`src/rtl/timer.sv`:
```
// -----------------------------------------------------------------------------
// timer -- completion timer for the self-timed ripple adder.
//
// The adder pulses F at the start of each addition and exposes the propagate
// bits around its middle slices (P[17:14]) on middle_p. At the F edge this
// block classifies the longest run of consecutive propagate bits, latches a
// wait of class*QUARTER cycles, counts it down, and then raises R. R gates
// the adder output buffer, so it is always driven straight from a flop.
//
// Parameters:
//   QUARTER  clock cycles per quarter of worst-case carry-chain delay (>= 1)
//   CNT_W    width of the cycle counter (must hold 4*QUARTER)
//
// Ports:
//   clk       in   1  rising-edge clock (adder clock domain)
//   rst_n     in   1  asynchronous active-low reset
//   middle_p  in   4  propagate bits P[17:14]; bit 3 = P[17]
//   F         in   1  start strobe; each high edge restarts timing
//   R         out  1  result ready; high once the sum is settled
//
// State table:
//   state | meaning
//   IDLE  | no addition timed since reset, R=0
//   COUNT | counter running towards the latched wait, R=0
//   DONE  | wait elapsed, R=1 held until the next F or reset
// -----------------------------------------------------------------------------
module timer #(
    parameter int unsigned QUARTER = 1,
    parameter int unsigned CNT_W   = 4
) (
    input  logic       clk,
    input  logic       rst_n,
    input  logic [3:0] middle_p,
    input  logic       F,
    output logic       R
);

    typedef enum logic [1:0] {
        IDLE  = 2'd0,
        COUNT = 2'd1,
        DONE  = 2'd2
    } state_t;

    localparam logic [CNT_W-1:0] CNT_ONE = CNT_W'(1);
    localparam logic [CNT_W-1:0] CNT_MAX = {CNT_W{1'b1}};
    localparam logic [CNT_W-1:0] QTR     = CNT_W'(QUARTER);

    state_t           state_q, state_d;
    logic [CNT_W-1:0] cnt_q, cnt_d;
    logic [2:0]       class_q, class_d;
    logic             r_q, r_d;

    logic [2:0]       class_c;
    logic             adjacent_c;
    logic [CNT_W-1:0] wait_len;
    logic             wait_hit;

    // Run classification of the live propagate bits. Only the value present
    // at the F edge is kept; later changes of middle_p are ignored.
    assign adjacent_c = (middle_p[3] & middle_p[2]) |
                        (middle_p[2] & middle_p[1]) |
                        (middle_p[1] & middle_p[0]);

    always_comb begin
        class_c = 3'd1;
        if (middle_p == 4'b1111) begin
            class_c = 3'd4;
        end else if ((middle_p == 4'b0111) || (middle_p == 4'b1110)) begin
            class_c = 3'd3;
        end else if (adjacent_c) begin
            class_c = 3'd2;
        end
    end

    // Wait length derived from the latched class, not the live input.
    assign wait_len = CNT_W'(class_q) * QTR;

    // The counter starts at 1 on the F edge, so comparing the pre-increment
    // value against the wait puts the rise of R exactly W edges after F.
    assign wait_hit = (cnt_q == wait_len);

    // State and datapath registers.
    always_ff @(posedge clk or negedge rst_n) begin
        if (!rst_n) begin
            state_q <= IDLE;
            cnt_q   <= '0;
            class_q <= '0;
            r_q     <= 1'b0;
        end else begin
            state_q <= state_d;
            cnt_q   <= cnt_d;
            class_q <= class_d;
            r_q     <= r_d;
        end
    end

    // Next-state and datapath update.
    always_comb begin
        state_d = state_q;
        cnt_d   = cnt_q;
        class_d = class_q;

        if (F) begin
            // F restarts from any state, abandoning whatever was in flight.
            state_d = COUNT;
            cnt_d   = CNT_ONE;
            class_d = class_c;
        end else begin
            unique case (state_q)
                IDLE: begin
                    state_d = IDLE;
                end
                COUNT: begin
                    if (wait_hit) begin
                        state_d = DONE;
                    end else if (cnt_q != CNT_MAX) begin
                        // Saturating: the counter never wraps back to a
                        // small value that could re-trigger a compare.
                        cnt_d = cnt_q + CNT_ONE;
                    end
                end
                DONE: begin
                    state_d = DONE;
                end
                default: begin
                    state_d = IDLE;
                end
            endcase
        end
    end

    // Output decode on the next state, registered so R is glitch-free.
    always_comb begin
        r_d = 1'b0;
        if (state_d == DONE) begin
            r_d = 1'b1;
        end
    end

    assign R = r_q;

endmodule

```
`config.mk`:
```
export PLATFORM = sky130hd
export DESIGN_NAME = timer
export DESIGN_NICKNAME = d
export VERILOG_FILES = /design/src/rtl/timer.sv
export SDC_FILE = /design/constraint.sdc
export NUM_CORES = 1
export LEC_CHECK = 0
export ABC_AREA = 0
export BUFFER_PORTS_ARGS = -buffer_cell sky130_fd_sc_hd__buf_4
export CAP_MARGIN = 20
export CORE_UTILIZATION = 30
export CTS_CLUSTER_DIAMETER = 30
export DETAILED_ROUTE_END_ITERATION = 8
export PLACE_DENSITY_LB_ADDON = 0.08
export SLEW_MARGIN = 20
export SYNTH_ARGS = -nofsm -noshare
export SYNTH_HDL_FRONTEND = slang
export SYNTH_SLANG_ARGS = --single-unit
```
`constraint.sdc`:
```
create_clock -name clk -period 3.8 [get_ports clk]
set_clock_uncertainty 0.2 [all_clocks]
set_input_delay 0.19 -clock clk [delete_from_list [all_inputs] [get_ports clk]]
set_output_delay 0.19 -clock clk [all_outputs]
set_load 0.01 [all_outputs]
```
* Word-level counts from Yosys, hierarchy flattened
Index checks and enable logic that the tools add are counted.
** Storage, ports and cells
- Register bits :: 10
- Output and inout bits :: 1
- Word-level logic and storage cells :: 34
- Bits of input ports :: 7
** Cells by class
- Bitwise operators :: 5
- Muxes and demuxes :: 11
- Equality and inequality tests :: 9
- Reductions and logical operators :: 4
- Add/sub/neg operators :: 1
** Operators with widths (count)
- $mux W4 :: 4
- $eq A4 B4 Y1 const B :: 2
- $mux W2 :: 4
- $add A4 B1 Y4 const B :: 1
- $eq A2 B2 Y1 const B :: 2
- $eq A4 B3 Y1 :: 1
- $eq A4 B3 Y1 const B :: 1
- $ne A4 B4 Y1 const B :: 1
- $pmux W2 S2 :: 1
- $reduce_bool A2 Y1 :: 2
- $and A1 B1 Y1 :: 3
- $mux W3 :: 1
- $reduce_and A3 Y1 :: 1
- $eq A2 B1 Y1 const B :: 1
- $ne A2 B2 Y1 const B :: 1
- $or A1 B1 Y1 :: 2
- $logic_or A1 B1 Y1 :: 1
- $mux W1 :: 1

* Longest topological paths before layout
Gate-level depths: netlist (run 1).
- Depth after elaboration :: 6
- Gate-level depth with buffers :: 6

* Worst setup path before layout (run 1)
No wires, ideal clock.
- Kind :: flip-flop to flip-flop
- Start :: register cnt_q[0]
- End :: register cnt_q[2]
- Period minus slack after synthesis :: 1394 ps
- Stages on the path, launching flop included :: 5
- Path buffers :: 0
- Arrival :: 1121 ps
- Setup slack :: 2406 ps
- Path through :: dfrtp_1 > xnor2_1 > nand4_2 > a41o_1 > a21oi_2
** On the way
- Longest elaborated chain between the ends :: 5
- Elaborated cells on any way between the ends :: 10
** RTL lines
- from (decl) :: line 49 : logic [CNT_W-1:0] cnt_q, cnt_d;
- from (signal assigned) :: line 91 : cnt_q <= cnt_d;
- $add A4 B1 Y4 :: line 119 : cnt_d = cnt_q + CNT_ONE;
- $mux W4 :: line 116 : end else if (cnt_q != CNT_MAX) begin
- $mux W4 :: line 114 : if (wait_hit) begin
- $mux W4 :: line 109 : unique case (state_q)
- $mux W4 :: line 103 : if (F) begin
Parallel ways exist; a longest one is shown, timed or not. The select of a mux whose other input is x is not followed.
A chain may end at the register's enable or synchronous reset.

* Worst setup path after layout (run 1)
- Start :: register cnt_q[0]
- End :: register cnt_q[0]
The elaborated chain is that of the path after synthesis.

==> flow_metrics.tcl, run 1 <==
set metrics [dict create \
    drtIter0Drc 10 \
    cp.required_ns 3.75 \
    grt_pass1_vias 408 \
    antenna_found_initial 0 \
    timing.final.hold_violations 0 \
    ys_types 22 \
    crit_cells 4 \
    whs_endpoint "class_q[0]$_DFFE_PN0P_" \
    fin_nets 80 \
    r2r-start "cnt_q[0]$_DFFE_PN0P_" \
    cts-root-buf "clkbuf_4" \
    crit_chain "xnor2_1, nand4_2, and3_4, mux2i_1" \
    final_util 0.4014 \
    vias 451 \
    wl_per_cell_um 11.51 \
    max_stage_delay_ns 0.44 \
    final_max_slew_viol_count 0 \
    worstPathMaxFanout 7 \
    synth_area_leaders "dfrtp_1 44%, ha_1 6.6%, xnor2_1 6.1%" \
    rows 15 \
    r2r-end "cnt_q[0]$_DFFE_PN0P_" \
    r2r_slack_ns 2.28 \
    max_freq_mhz 657.4 \
    synth.avg_cell_area_sq_um 10.05 \
    stdcell_count 94 \
    die_w_um 45.71 \
    cts_sinks 10 \
    dp.cells 88 \
    ant_nets 0 \
    synth_ff_type "dfrtp_1" \
    syn-cell-area_sq_um 573.1 \
    via_per_inst 4.798 \
    rsz0062_at_grt "no" \
    synth_nets 67 \
    die_h_um 45.71 \
    area_growth_pct 23.58 \
    worst_setup_path_end_kind "register" \
    design.die.area_sq_um 2089 \
    diodes 0 \
    tns_ns 0 \
    hold_start "middle_p[2]" \
    slew-limit-headroom 0.8444 \
    cts_resized 0 \
    worstSetupPathType "register to register" \
    clk_pin_slew_ns 0.07 \
    hold_class "input pin to register" \
    routed_wl_um 1082 \
    floorplan.initialDensity 0.3248 \
    tightest_slew_ns 0.2310 \
    cts_tree "yes" \
    total_power_uw 394.9 \
    grt.overflow.total 0 \
    globalplace.congestion 0.7194 \
    grt_max_degree 13 \
    layout-drive-gt1-share 0.2464 \
    synth_top_area_cell "dfrtp_1" \
    synth_edf_count 0 \
    grt_pass1_wl_um 1897 \
    synth_top_area_frac 0.4367 \
    clk_path_buf_depth 2 \
    maxCapViolations 0 \
    synth_most_common_cell "dfrtp_1" \
    period_needed_ns 1.521 \
    numCtsBuffers 3 \
    h-tree-depth 1 \
    peakVddDrop_uv 255.0 \
    setup_violations 0 \
    cellPowerDensity_nw_per_um2 557.6 \
    crit_family "simple AND/OR/NAND/NOR gates" \
    post-route-period-util 0.4003 \
    synth_top_cells_by_count "10 x dfrtp_1, 6 x a21oi_1, 6 x nor2_1, 5 x inv_1, 4 x xnor2_1" \
    portBuffers 7 \
    cpMaxStageDelayCell "dfrtp_1" \
    outcome "finished clean" \
    synth-seq-cells 10 \
    p_leak_nw 0.3140 \
    synth_warnings 0 \
    yosysSeqAreaShare 0.4367 \
    drc 0 \
    io_pins 8 \
    critPathBufInv 0 \
    dp_hpwl_um 800.2 \
    synth_cells 57 \
    startpoint_type "register" \
    nFillCells 189 \
    async_flop_share 1.000 \
    drt_pre_antenna_iters 4 \
    core_area_sq_um 1764 \
    clkLatencyLatePin_ns 0.27 \
    hold_depth 3 \
    reg2reg_depth 4 \
    grt_use_total 0.1334 \
    cp.arrival_ns 1.48 \
]
## power breakdown
part	total [mW]	switching, mW	internal (mW)
Clock	0.0977	0.0395	0.0582
Sequential	0.153	0.0246	0.128
Combinational	0.144	0.0728	0.0715
## what timing repair did
item | 4_1_cts | 5_1_grt
endpoints found under the hold margin | 13 | 0
hold buffers | 2 | 0
buffers inserted | 0 | 0
## flip-flops by register name, indices dropped and copies added, names as in the netlist
| name | cells |
|---|---|
| R | 1 |
| cnt_q | 4 |
| state_q | 2 |
| class_q | 3 |
## worst min-delay path, delay by kind of cell
family / cells / cell delay [ns]
AOI/OAI and AO/OA: 2 / 0.19
buffers and inverters: 1 / 0.09
## how the worst max path moves through the flow
stage / start / end / slack, ns
6_report: cnt_q[0]$_DFFE_PN0P_ / cnt_q[0]$_DFFE_PN0P_ / 2.28
5_1_grt: cnt_q[2]$_DFFE_PN0P_ / cnt_q[1]$_DFFE_PN0P_ / 2.18
4_1_cts: cnt_q[0]$_DFFE_PN0P_ / cnt_q[2]$_DFFE_PN0P_ / 2.28
3_5_place_dp: cnt_q[0]$_DFFE_PN0P_ / cnt_q[1]$_DFFE_PN0P_ / 2.29
3_3_place_gp: cnt_q[0]$_DFFE_PN0P_ / cnt_q[2]$_DFFE_PN0P_ / 2.27
2_1_floorplan: cnt_q[0]$_DFFE_PN0P_ / cnt_q[2]$_DFFE_PN0P_ / 2.41
## cell type report
class,count,area [sq um],area share
timing repair buffer,9,72.57,0.1025
clock buffer,4,36.28,0.05124
sequential,10,250.2,0.3534
multi-input combinational,41,299.0,0.4223
tap,25,31.28,0.04417
inverter,5,18.77,0.02650
## per-stage QoR
step | hold WS, ns | instance area (sq um) | setup WS (ns)
CTS | 0.04892 | 708.2 | 2.278
floorplan | -0.3056 | 573.1 | 2.406
global placement | -0.1686 | 651.9 | 2.267
detailed placement | -0.1695 | 651.9 | 2.293
finish | 0.05278 | 708.2 | 2.279
global route | 0.05916 | 708.2 | 2.183
## layer usage
metal | vias to the layer above | part of all wire | GRT usage
li1 | 224 | - | -
met1 | 219 | 0.47 | 0.1892
met2 | 6 | 0.48 | 0.1657
met3 | 2 | 0.034 | 0.05952
met4 | 0 | 0.012 | 0.07059
met5 | - | 0 | 0
## layout by cell type, fill, tap and decap left out, types with 3 or more instances in the layout
| cell | n |
|---|---|
| xnor2_1 | 4 |
| dfrtp_1 | 10 |
| a21oi_1 | 6 |
| inv_1 | 5 |
| clkbuf_4 | 3 |
| buf_4 | 7 |
| ha_1 | 3 |
| nor2_1 | 6 |
## kinds of logic (layout without fill, tap and decap cells)
family / count (synthesis) / count (layout) / synth area share
multiplexers: 4 / 4 / 0.07423
buffers and inverters: 6 / 18 / 0.04148
adder cells (fa/ha/maj): 3 / 3 / 0.06551
flip-flops: 10 / 10 / 0.4367
AO/OA/AOI/OAI: 12 / 12 / 0.1354
XOR/XNOR: 4 / 4 / 0.06113
AND/OR/NAND/NOR: 18 / 18 / 0.1856
(Power assumes the default switching activity.)
==> inputs of run 2 (changes only) <==
--- a/config.mk
+++ b/config.mk
@@ -5,7 +5,7 @@
 export SDC_FILE = /design/constraint.sdc
 export NUM_CORES = 1
 export LEC_CHECK = 0
-export ABC_AREA = 0
+export ABC_AREA = 1
 export BUFFER_PORTS_ARGS = -buffer_cell sky130_fd_sc_hd__buf_4
 export CAP_MARGIN = 20
 export CORE_UTILIZATION = 30
==> constraint.sdc (replaced) <==
create_clock -name clk -period 1.3 [get_ports clk]
set_clock_uncertainty 0.2 [all_clocks]
set_input_delay 0.065 -clock clk [delete_from_list [all_inputs] [get_ports clk]]
set_output_delay 0.065 -clock clk [all_outputs]
set_load 0.01 [all_outputs]
==> run 2 against run 1 <==
Compared with the run above: via count rose by 25%; the flow now finishes with violations (negative setup slack); critical path depth is 2 higher; power increased to 2.8 times the previous value.
==> flow_metrics.tcl, run 2 <==
set metrics [dict create \
    outcome "finished, violations left" \
    violations "negative setup slack" \
    clk_path_buf_depth 2 \
    setup_violations 6 \
    max_freq_mhz 730.0 \
    post-place-ws_ns -0.1138 \
    fin_nets 114 \
    area_growth_pct 48.13 \
    startpoint_type "register" \
    floorplan.initialDensity 0.3347 \
    seqPwrFrac 0.365 \
    ys_types 18 \
    synth_top_area_frac 0.4149 \
    peakVddDrop_uv 704.5 \
    synth_ff_type "dfrtp_1" \
    nFillCells 208 \
    ant_nets 0 \
    core_area_sq_um 1802 \
    top_regs "cnt_q: 4 flops, class_q: 3 flops, state_q: 2 flops" \
    clkLatencyLatePin_ns 0.27 \
    final_max_slew_viol_count 0 \
    place_area_sq_um 739.5 \
    drc 0 \
    synth_warnings 0 \
    synth_top_cells_by_count "19 x nand2_1, 10 x dfrtp_1, 10 x inv_1, 9 x nand3_1" \
    dp_hpwl_um 899.1 \
    fin_ws_ns -0.06992 \
    numCtsBuffers 3 \
    post-route-period-util 1.054 \
    period_needed_ns 1.370 \
    grt_use_total 0.1473 \
    sw_frac_of_total 0.3624 \
    diodes 0 \
    synth_area_leaders "dfrtp_1 41%, nand2_1 12%, nand3_1 7.5%" \
    cellPowerDensity_nw_per_um2 1223 \
    final_util 0.4958 \
    synth_top_area_cell "dfrtp_1" \
    synth.avg_cell_area_sq_um 7.832 \
    clk_pin_slew_ns 0.06 \
    synth_edf_count 0 \
    mostFrequentLayoutCell "buf_4" \
    drt_pre_antenna_iters 4 \
    globalplace.congestion 0.7461 \
    worstPathMaxFanout 4 \
    synth_most_common_cell "nand2_1" \
    antenna_found_initial 0 \
    finish.instance_area_sq_um 893.4 \
    synth_cells 77 \
    cp.arrival_ns 1.33 \
    p_sw_uw 396.0 \
    via_per_inst 4.441 \
    intPower_uw 696.8 \
    cp.required_ns 1.26 \
    rsz0062_at_grt "yes" \
    wl_per_cell_um 10.16 \
    worstSetupPathType "register to register" \
    synth-seq-cells 10 \
    io_pins 8 \
    slew-limit-headroom 0.8408 \
    die_w_um 46.84 \
    vias 564 \
    rows 15 \
    regMostFlops "cnt_q" \
    worst_setup_path_end_kind "register" \
    cts_sinks 10 \
    p_leak_nw 0.4695 \
    hold_class "input pin to register" \
    synth_nets 87 \
    async_flop_share 1.000 \
    syn-cell-area_sq_um 603.1 \
    layout-drive-gt1-share 0.4510 \
    grt.overflow.total 0 \
    cts-root-buf "clkbuf_4" \
    portBuffers 7 \
    final_cell_mix "19 x buf_4, 17 x nand2_1, 9 x dfrtp_1" \
    die_h_um 46.84 \
    clockPowerShare 0.197 \
    design.die.area_sq_um 2194 \
    p_comb_frac 0.437 \
    grt_pass1_vias 519 \
    h-tree-depth 1 \
    grt_pass1_wl_um 2111 \
    timing.final.hold_violations 0 \
    maxCapViolations 0 \
    drtIter0Drc 7 \
    routed_wl_um 1290 \
    largest_reg_flops 4 \
    yosysSeqAreaShare 0.4149 \
    tightest_slew_ns 0.2363 \
    grt_max_degree 11 \
    cts_tree "yes" \
]
run 2: power groups by stage:
stage	Clock [mW]	Combinational [mW]	Sequential [mW]
finish	0.216	0.478	0.399
global route	0.248	0.535	0.406
CTS	0.224	0.424	0.395
detailed placement	0	0.354	0.400
global placement	0	0.354	0.400
floorplan	0	0.227	0.399
run 2: kinds of logic (layout without fill, tap and decap cells):
kind of cell / after synthesis / in the layout / share of synthesized area
adder cells (fa/ha/maj): 3 / 3 / 0.06225
XOR/XNOR: 3 / 3 / 0.04358
AO/OA/AOI/OAI: 6 / 6 / 0.06016
AND/OR/NAND/NOR: 41 / 41 / 0.3319
buffers and inverters: 14 / 39 / 0.08714
flip-flops: 10 / 10 / 0.4149
run 2: worst paths after layout:
check / slack [ns] / start / cells past startpoint / endpoint
setup / recovery: -0.07 / cnt_q[2]$_DFFE_PN0P_ / 6 / cnt_q[3]$_DFFE_PN0P_
min in group asynchronous: 0.51 / rst_n / 3 / cnt_q[1]$_DFFE_PN0P_
setup reg to reg: -0.07 / cnt_q[2]$_DFFE_PN0P_ / 6 / cnt_q[3]$_DFFE_PN0P_
hold reg to reg: 0.33 / class_q[1]$_DFFE_PN0P_ / 2 / class_q[1]$_DFFE_PN0P_
hold / removal: 0.003 / middle_p[2] / 5 / class_q[1]$_DFFE_PN0P_
max in group asynchronous: 0.24 / rst_n / 3 / cnt_q[0]$_DFFE_PN0P_
run 2: metrics by stage:
step | instances | TNS (ns) | power (mW) | hold WS (ns)
after floorplan | 77 | 0 | 0.6264 | -0.4306
after global placement | 116 | -0.4706 | 0.7537 | -0.2938
after detailed placement | 116 | -0.5186 | 0.7538 | -0.2939
after CTS | 124 | -1.271 | 1.043 | 0.002363
after global routing | 127 | -0.7842 | 1.189 | 0.03587
final | 127 | -0.2277 | 1.093 | 0.003168
run 2: routing by layer:
| metal | track usage | vias to the layer above | wire [um] |
|---|---|---|---|
| met2 | 0.2250 | 9 | 625 |
| met5 | 0 | - | 0 |
| met1 | 0.1686 | 257 | 584 |
| met3 | 0.05769 | 5 | 44 |
| li1 | - | 293 | - |
| met4 | 0.1029 | 0 | 36 |
run 2: timing repair:
item,4_1_cts,5_1_grt
pin swaps,5,6
hold buffers,3,1
resized for setup,6,9
setup endpoints to repair,7,17
hold endpoints to repair,20,10
buffers inserted,2,3
run 2: critical path, stage by stage (launching register included):
cell,delay [ns]
dfrtp_1,0.40
buf_4,0.14
buf_4,0.14
nand3_1,0.09
xor2_1,0.13
nand3b_1,0.11
nand2_1,0.05
run 2: area by class of cell:
type | count | area, sq um | area share
Multi-Input combinational cell | 53 | 360.3 | 0.4034
Sequential cell | 10 | 251.5 | 0.2815
Timing Repair Buffer | 22 | 172.7 | 0.1933
Inverter | 14 | 55.05 | 0.06162
Tap cell | 25 | 31.28 | 0.03501
Clock buffer | 3 | 22.52 | 0.02521
